$ cat src/rtl/cp0_exception_pkg.sv
// Shared CP0 register indices, exception codes and field positions for the cp0_exception block.
package cp0_exception_pkg;

  localparam logic [4:0] CP0_BADVADDR = 5'd8;
  localparam logic [4:0] CP0_COUNT    = 5'd9;
  localparam logic [4:0] CP0_COMPARE  = 5'd11;
  localparam logic [4:0] CP0_STATUS   = 5'd12;
  localparam logic [4:0] CP0_CAUSE    = 5'd13;
  localparam logic [4:0] CP0_EPC      = 5'd14;

  localparam int STATUS_IE  = 0;
  localparam int STATUS_EXL = 1;
  localparam int CAUSE_BD   = 31;
  localparam int CAUSE_TI   = 30;
  localparam int IM_HI      = 15;
  localparam int IM_LO      = 8;

  typedef enum logic [4:0] {
    EXC_INT  = 5'h00,
    EXC_ADEL = 5'h04,
    EXC_ADES = 5'h05,
    EXC_SYS  = 5'h08,
    EXC_BP   = 5'h09,
    EXC_RI   = 5'h0a,
    EXC_OV   = 5'h0c
  } excCode_e;

  typedef struct packed {
    logic     valid;
    excCode_e code;
    logic     isEret;
    logic     isFetchAde;
  } excResult_t;

  function automatic logic isAddrErr(input excCode_e code);
    return (code == EXC_ADEL) || (code == EXC_ADES);
  endfunction

endpackage

$ cat src/rtl/cp0_exception_priority.sv
// Combinational exception prioritiser: picks the single highest-priority cause for the MEM instruction.
module cp0_exception_priority
  import cp0_exception_pkg::*;
(
  input  logic       intPending,
  input  logic [1:0] pcLow,
  input  logic       ri,
  input  logic       sys,
  input  logic       brk,
  input  logic       ov,
  input  logic       adeLd,
  input  logic       adeSt,
  input  logic       eret,
  output excResult_t result
);

  // eret only takes effect when nothing of higher priority is pending
  always_comb begin
    result.valid      = 1'b1;
    result.code       = EXC_INT;
    result.isEret     = 1'b0;
    result.isFetchAde = 1'b0;
    if (intPending) begin
      result.code = EXC_INT;
    end else if (pcLow != 2'b00) begin
      result.code       = EXC_ADEL;
      result.isFetchAde = 1'b1;
    end else if (ri) begin
      result.code = EXC_RI;
    end else if (sys) begin
      result.code = EXC_SYS;
    end else if (brk) begin
      result.code = EXC_BP;
    end else if (ov) begin
      result.code = EXC_OV;
    end else if (adeLd) begin
      result.code = EXC_ADEL;
    end else if (adeSt) begin
      result.code = EXC_ADES;
    end else begin
      result.valid  = 1'b0;
      result.isEret = eret;
    end
  end

endmodule

$ cat src/rtl/cp0_exception.sv
// MEM-stage CP0: exception/eret handling, mfc0/mtc0 and the Count/Compare timer.
// Define CP0_TIMER_INT_EN to implement Compare and the timer interrupt (Cause.TI).
module cp0_exception
  import cp0_exception_pkg::*;
#(
  parameter logic [31:0] EXC_VECTOR = 32'hBFC0_0380,
  parameter logic [31:0] STATUS_RST = 32'h0040_0000
) (
  input  logic        clk,
  input  logic        rst,
  input  logic        stallM,
  input  logic [31:0] pcM,
  input  logic        is_in_delayslotM,
  input  logic        riM,
  input  logic        breakM,
  input  logic        syscallM,
  input  logic        eretM,
  input  logic        overflowM,
  input  logic        addr_err_ldM,
  input  logic        addr_err_stM,
  input  logic [31:0] mem_addrM,
  input  logic        cp0_wenM,
  input  logic [4:0]  cp0_addrM,
  input  logic [31:0] cp0_wdataM,
  input  logic [5:0]  ext_int,
  output logic [31:0] cp0_rdataM,
  output logic        flush_excM,
  output logic [31:0] pc_excM,
  output logic [31:0] status_o,
  output logic [31:0] cause_o,
  output logic [31:0] epc_o
);

  logic [31:0] badVAddr, count, compare, status, cause, epc;
  logic        tick;
  logic        intPending, excCommit, eretCommit, wrCommit, countWrite, tiNext;
  logic [31:0] countNext;
  excResult_t  exc;

  assign intPending = status[STATUS_IE] & ~status[STATUS_EXL]
                    & |(cause[IM_HI:IM_LO] & status[IM_HI:IM_LO]);

  cp0_exception_priority uPriority (
    .intPending (intPending),
    .pcLow      (pcM[1:0]),
    .ri         (riM),
    .sys        (syscallM),
    .brk        (breakM),
    .ov         (overflowM),
    .adeLd      (addr_err_ldM),
    .adeSt      (addr_err_stM),
    .eret       (eretM),
    .result     (exc)
  );

  assign excCommit  = ~stallM & exc.valid;
  assign eretCommit = ~stallM & exc.isEret;
  assign wrCommit   = ~stallM & cp0_wenM & ~exc.valid & ~eretM;
  assign countWrite = wrCommit && (cp0_addrM == CP0_COUNT);

  assign flush_excM = exc.valid | eretM;
  assign pc_excM    = exc.isEret ? epc : EXC_VECTOR;

  // The timer runs freely; only an mtc0 to Count preempts the half-rate increment
  always_comb begin
    countNext = count;
    if (countWrite) begin
      countNext = cp0_wdataM;
    end else if (tick) begin
      countNext = count + 32'd1;
    end
  end

`ifdef CP0_TIMER_INT_EN
  logic [31:0] compareReg;
  logic        compareWrite;

  assign compareWrite = wrCommit && (cp0_addrM == CP0_COMPARE);
  assign compare      = compareReg;

  always_ff @(posedge clk) begin
    if (rst) begin
      compareReg <= '0;
    end else if (compareWrite) begin
      compareReg <= cp0_wdataM;
    end
  end

  // Writing Compare acknowledges the timer interrupt and beats a simultaneous match
  always_comb begin
    tiNext = cause[CAUSE_TI];
    if (compareWrite) begin
      tiNext = 1'b0;
    end else if ((countWrite || tick) && (countNext == compare)) begin
      tiNext = 1'b1;
    end
  end
`else
  assign compare = '0;
  assign tiNext  = 1'b0;
`endif

  always_ff @(posedge clk) begin
    if (rst) begin
      status   <= STATUS_RST;
      cause    <= '0;
      epc      <= '0;
      badVAddr <= '0;
      count    <= '0;
      tick     <= 1'b0;
    end else begin
      tick             <= ~tick;
      count            <= countNext;
      cause[CAUSE_TI]  <= tiNext;
      cause[15:10]     <= {ext_int[5] | tiNext, ext_int[4:0]};
      if (excCommit) begin
        status[STATUS_EXL] <= 1'b1;
        cause[6:2]         <= exc.code;
        // A nested exception keeps the EPC/BD of the original one
        if (!status[STATUS_EXL]) begin
          epc             <= is_in_delayslotM ? pcM - 32'd4 : pcM;
          cause[CAUSE_BD] <= is_in_delayslotM;
        end
        if (isAddrErr(exc.code)) begin
          badVAddr <= exc.isFetchAde ? pcM : mem_addrM;
        end
      end else if (eretCommit) begin
        status[STATUS_EXL] <= 1'b0;
      end else if (wrCommit) begin
        case (cp0_addrM)
          CP0_STATUS: begin
            status[IM_HI:IM_LO] <= cp0_wdataM[IM_HI:IM_LO];
            status[STATUS_EXL]  <= cp0_wdataM[STATUS_EXL];
            status[STATUS_IE]   <= cp0_wdataM[STATUS_IE];
          end
          CP0_CAUSE: cause[9:8] <= cp0_wdataM[9:8];
          CP0_EPC:   epc        <= cp0_wdataM;
          default:   ;
        endcase
      end
    end
  end

  always_comb begin
    cp0_rdataM = '0;
    case (cp0_addrM)
      CP0_BADVADDR: cp0_rdataM = badVAddr;
      CP0_COUNT:    cp0_rdataM = count;
      CP0_COMPARE:  cp0_rdataM = compare;
      CP0_STATUS:   cp0_rdataM = status;
      CP0_CAUSE:    cp0_rdataM = cause;
      CP0_EPC:      cp0_rdataM = epc;
      default:      cp0_rdataM = '0;
    endcase
  end

  assign status_o = status;
  assign cause_o  = cause;
  assign epc_o    = epc;

endmodule

$ cat config.mk
export PLATFORM = sky130hd
export DESIGN_NAME = cp0_exception
export DESIGN_NICKNAME = d
export VERILOG_FILES = /design/src/rtl/cp0_exception_pkg.sv /design/src/rtl/cp0_exception_priority.sv /design/src/rtl/cp0_exception.sv
export SDC_FILE = /design/constraint.sdc
export NUM_CORES = 1
export LEC_CHECK = 0
export CORE_MARGIN = 2
export CORE_UTILIZATION = 45
export CTS_CLUSTER_DIAMETER = 40
export DETAILED_ROUTE_END_ITERATION = 10
export PLACE_DENSITY = 0.81
export REMOVE_ABC_BUFFERS = 1
export SLEW_MARGIN = 20
export SYNTH_ARGS = -nofsm -noshare
export SYNTH_HDL_FRONTEND = slang
export SYNTH_SLANG_ARGS = --single-unit
$ cat constraint.sdc
create_clock -name clk -period 4.7 [get_ports clk]
set_input_delay 0.94 -clock clk [delete_from_list [all_inputs] [get_ports clk]]
set_output_delay 0.94 -clock clk [all_outputs]
set_load 0.05 [all_outputs]
After elaboration in Yosys (flattened, before gate mapping):

Index checks and enable logic that the tools add are counted.

* register bits: 122
* bits of input ports: 119
* output and inout port bits: 161
* logic and storage cells: 93

* $add $sub $neg: 2
* eq/ne operators: 9
* multiplexer cells: 40
* bitwise logic cells: 16
* reduce and logical (&&, ||, !) cells: 15

Operators by type and width (number)
* 32-bit two-way mux: 10
* 32-bit case mux with 5 select lines: 1
* 5-bit two-way mux: 7
* 32-bit by 1-bit adder with 32-bit output (second input constant): 1
* 32-bit by 3-bit subtractor with 32-bit output (second input constant): 1
* 5-bit by 4-bit equality test with 1-bit output (second input constant): 5
* 1-bit two-way mux: 18
* 4-bit AND reduction: 3
* 5-bit by 3-bit equality test with 1-bit output (second input constant): 2
* 8-bit bitwise AND: 1
* 2-bit nonzero test: 4
* 8-bit OR reduction: 1
* 1-bit bitwise AND: 7
* 1-bit inverter: 7
* 2-bit two-way mux: 3
* 2-bit AND reduction: 3
* 3-bit nonzero test: 2
* 2-bit != test (second input constant): 2
* 3-bit two-way mux: 1
* 1-bit logical AND: 1
* 1-bit logical OR: 1
* 1-bit bitwise OR: 1

Logic depth before layout (Yosys ltp):

* word-level depth: 14
* mapped depth: 9
* mapped depth without buffers: 7

Hierarchy:

A second synthesis with hierarchy kept.

* cell total of the unflattened synthesis: 916
* area, all modules: 7475.9 um^2

Modules (own cells, without submodules)
* cp0_exception: instances 1, cells an instance 899, area an instance 7375.8 um^2, sequential area each 2422.3 um^2
* cp0_exception_priority: instances 1, cells an instance 17, area an instance 100.1 um^2, sequential area each 0.0 um^2

Worst setup path after synthesis:

No wires, ideal clock.

* path kind: input to output
* from: input cp0_addrM[1]
* to: output cp0_rdataM[11]
* arrival time: 2976 ps
* data required time: 3760 ps
* setup slack: 784 ps
* stages on the path: 3
* cells stage by stage: or4b_2 clkbuf_1 o21ai_0

* longest elaborated chain between the ends: 2
* elaborated cells on any way between the ends: 6
* those cells by class: eq/ne (5); mux (1)

Ends and longest elaborated chain
* start: declaration: RTL line cp0_exception.sv:23 `input logic [4:0] cp0_addrM,`
* 5-bit by 4-bit equality test with 1-bit output: RTL line cp0_exception.sv:146 `case (cp0_addrM)`
* 32-bit case mux with 5 select lines (*): RTL line cp0_exception.sv:146
* end: declaration: RTL line cp0_exception.sv:26 `output logic [31:0] cp0_rdataM,`

Every way passes the cells marked *; elsewhere a longest branch is shown, timed or not.

Final worst setup path:

* from: input addr_err_ldM
* to: output pc_excM[16]

* longest elaborated chain between the ends: 8

Ends and longest elaborated chain
* start: declaration: RTL line cp0_exception.sv:19 `input logic addr_err_ldM,`
* 1-bit two-way mux: RTL line cp0_exception_priority.sv:36 `end else if (adeLd) begin`
* 1-bit two-way mux: RTL line cp0_exception_priority.sv:34 `end else if (ov) begin`
* 1-bit two-way mux: RTL line cp0_exception_priority.sv:32 `end else if (brk) begin`
* 1-bit two-way mux: RTL line cp0_exception_priority.sv:30 `end else if (sys) begin`
* 1-bit two-way mux: RTL line cp0_exception_priority.sv:28 `end else if (ri) begin`
* 1-bit two-way mux: RTL line cp0_exception_priority.sv:25 `end else if (pcLow != 2'b00) begin`
* 2-bit two-way mux: RTL line cp0_exception_priority.sv:23 `if (intPending) begin`
* 32-bit two-way mux: RTL line cp0_exception.sv:62 `assign pc_excM = exc.isEret ? epc : EXC_VECTOR;`
* end: declaration: RTL line cp0_exception.sv:28 `output logic [31:0] pc_excM,`

No other way between the ends.

==> results.ini <==
[clock_network]
clockBufferDepth=2
cts_buffers=17
clk_pin_slew_ns=0.05
cts_resized=0
cts_hold_buf=0
htree_num_levels=4
clkLatencyLatePin_ns=0.43
cts_sinks=120
postCtsSetupRepairBufs=0
cts_tree=yes
root_buffer=clkbuf_16

[power_and_ir_drop]
clkPwrFrac_pct=44.8
p_leak_nw=4.110
p_comb_share_pct=19.4
p_sw_mw=0.9036
seqPwrFrac_pct=35.8
pwr_density_cell_nw_per_um2=287.0
peakVddDrop_mv=0.2538
swShare_pct=29.17
p_int_mw=2.194

[floorplanning]
core_area_um2=16580
die_y_um=134.1
die_w_um=134.1
start_util_pct=45.95
die-area_um2=17990
ioPinCount=280
rows=47

[yosys]
synth_area_leaders=dfxtp_1, mux2i_1, xnor2_1, nor2_1, buf_4
postSynth.asyncResetShare_pct=0
ys_seq_area_share_pct=31.53
syn_avg_cell_area_um2=8.264
ys_types=65
synth_seq_cells=120
synth_edf_count=0
ys.flop_type=dfxtp_1
syn_area_um2=7620
yosys.area.top_type=dfxtp_1
synth_top_area_share_pct=31.53
yosysWarnings=0
synth_cells=922

[setup_path]
path_common_cell=and2_1
crit_chain=clkdlybuf4s50_1 -> nor3_1 -> and2_1 -> and2_1 -> and3_1 -> buf_4 -> and2_1 -> buf_12
required_ns=3.76
critical_path.startpoint=addr_err_ldM
worst_r2r_path_depth=7
end_kind=output port
r2r_start=cause_o[10]
cp_slowest_cell=clkdlybuf4s50_1
worst-path-max-fanout=23
rrSetupSlack_ns=1.99
reg2reg_to=epc_o[22]
cpLargestDelayFamily=simple AND/OR/NAND/NOR gates
worstSetupEndpoint=pc_excM[16]
arrival_ns=3.20
cpPeakStageDelay_ns=0.45
critical_path_class=primary input to output port
startpoint_type=primary input
cp.depth=8
critical_path_buf_inv_count=3

[timing]
final.setup_skew_ns=0.009128
tightest_slew_ns=1.134
fmax_ghz=0.2414
fin_setup_tns_ns=0
finalSetupViolCount=0
period_minus_slack_ns=4.142
rsz0062_at_grt=no
slew_viol_final=0
fin_crit_sh_pct=88.13
slew_headroom_pct=23.93
finalHoldViolations=0

[run]
cap_viol_max_count=0

[placement]
dpl.hpwl_mm=19.42
place_area_um2=10170
place_congestion=0.8883
portBuffers=238

[global_routing]
grt_start_max_net_pins=66
antenna_found_initial=1
grt-ovfl-total=0
grt_pass1_wl_mm=42.39
groute.usage.overall_pct=30.06
grt_pass1_vias=7827

[cells_and_area]
layout_common_cells=clkdlybuf4s50_1, dfxtp_1, mux2i_1
fin_area_um2=10790
nets=1256
fillCellCount=1386
final_common_cell=clkdlybuf4s50_1
layout-drive-gt1-share_pct=12.02
fin_util_pct=65.08
synthToLayoutAreaGrowth_pct=41.64

[drt]
avgRoutedWirePerCell_um=20.08
num_vias=8074
routed_via_density=5.898
first_pass_iters=7
drt_wl_total_mm=27.49
drc=0
detail-route-antenna-nets=0
initialDrtViolationCount=795

[worst_hold_path]
hp-class=register to register

[outcome]
outcome=finished, final reports clean

==> how the worst min path moves through the flow <==
| stage | startpoint | to | slack, ns | depth (start not counted) |
|---|---|---|---|---|
| 3_3_place_gp | cause_o[2] | cause_o[2] | 0.46 | 2 |
| 4_1_cts | cause_o[5] | cause_o[5] | 0.49 | 2 |
| 2_1_floorplan | badVAddr[0] | badVAddr[0] | 0.47 | 2 |
| 5_1_grt | cause_o[2] | cause_o[2] | 0.51 | 2 |
| 3_5_place_dp | cause_o[31] | cause_o[31] | 0.47 | 2 |
| 6_report | cause_o[2] | cause_o[2] | 0.48 | 2 |
==> synth_stat cells (all sizes together), types with 6 or more instances <==
cell / instances
nor4: 21
buf: 59
nor3: 27
mux2i: 90
and2: 24
a311o: 6
o311ai: 8
clkbuf: 48
xnor2: 39
inv: 13
o2111ai: 8
nor2: 85
o21ai: 63
nand4: 21
o22ai: 10
o2111a: 6
xor2: 17
a211oi: 34
dfxtp: 120
and4: 13
a221o: 7
nor2b: 8
a21oi: 51
nand3: 15
nand2b: 12
nand2: 56
==> power by group through the flow <==
stage | clock network, mW | registers, mW | logic, mW
finish | 1.39 | 1.11 | 0.600
global route | 1.44 | 1.12 | 0.631
CTS | 1.40 | 1.11 | 0.595
detailed placement | 0 | 1.13 | 0.592
global placement | 0 | 1.13 | 0.586
floorplan | 0 | 1.20 | 0.245
==> metal layers <==
| metal | share of wire [%] | vias up | track usage, % |
|---|---|---|---|
| met5 | 0 | - | 0 |
| met4 | 3.0 | 0 | 12.46 |
| met3 | 8.9 | 67 | 6.198 |
| met2 | 48 | 448 | 49.97 |
| met1 | 40 | 3804 | 38.09 |
| li1 | - | 3755 | - |
==> layout make-up <==
type / count / area, um^2 / area share [%]
Tap cell: 220 / 275.3 / 2.550
Clock inverter: 12 / 173.9 / 1.611
Timing Repair Buffer: 262 / 2705 / 25.06
Antenna cell: 1 / 2.502 / 0.02319
Sequential cell: 120 / 2402 / 22.26
Inverter: 13 / 48.80 / 0.4521
Clock buffer: 20 / 446.7 / 4.139
Multi-Input combinational cell: 721 / 4738 / 43.90
==> logic make-up (layout without fill, tap and decap cells) <==
kind of cell             count (synthesis)  count (layout)  share of synthesized area, %
adder cells (fa/ha/maj)                  2               2                        0.3284
XOR/XNOR                                56              56                         6.437
flip-flops                             120             120                         31.53
other                                    2              42                       0.09856
AO/OA/AOI/OAI                          223             223                         20.07
AND/OR/NAND/NOR                        309             309                         21.38
multiplexers                            90              90                         11.82
buffers and inverters                  120             307                         8.342
==> worst register-to-register path, delay by kind of cell, from the launching register on <==
kind | cells | cell delay [ns]
compound gates | 3 | 0.98
simple gates | 2 | 0.68
buf+inv | 2 | 0.58
flops | 1 | 0.32
==> flip-flops by register name (all words and copies together) (netlist names) <==
signal    flops
badVAddr     32
count        32
status_o     10
cause_o      13
epc_o        32
tick          1
==> through the flow <==
step,total power [mW],hold WS [ns],setup slack (ns),cells
after global placement,1.714,0.4629,0.6419,1336
after floorplan,1.448,0.4706,0.7505,854
final,3.097,0.4848,0.5578,1369
after global routing,3.191,0.5079,0.4433,1369
after detailed placement,1.722,0.4693,0.6285,1336
after CTS,3.100,0.4856,0.5955,1368
Note: power is estimated with default switching activity, not from simulation.
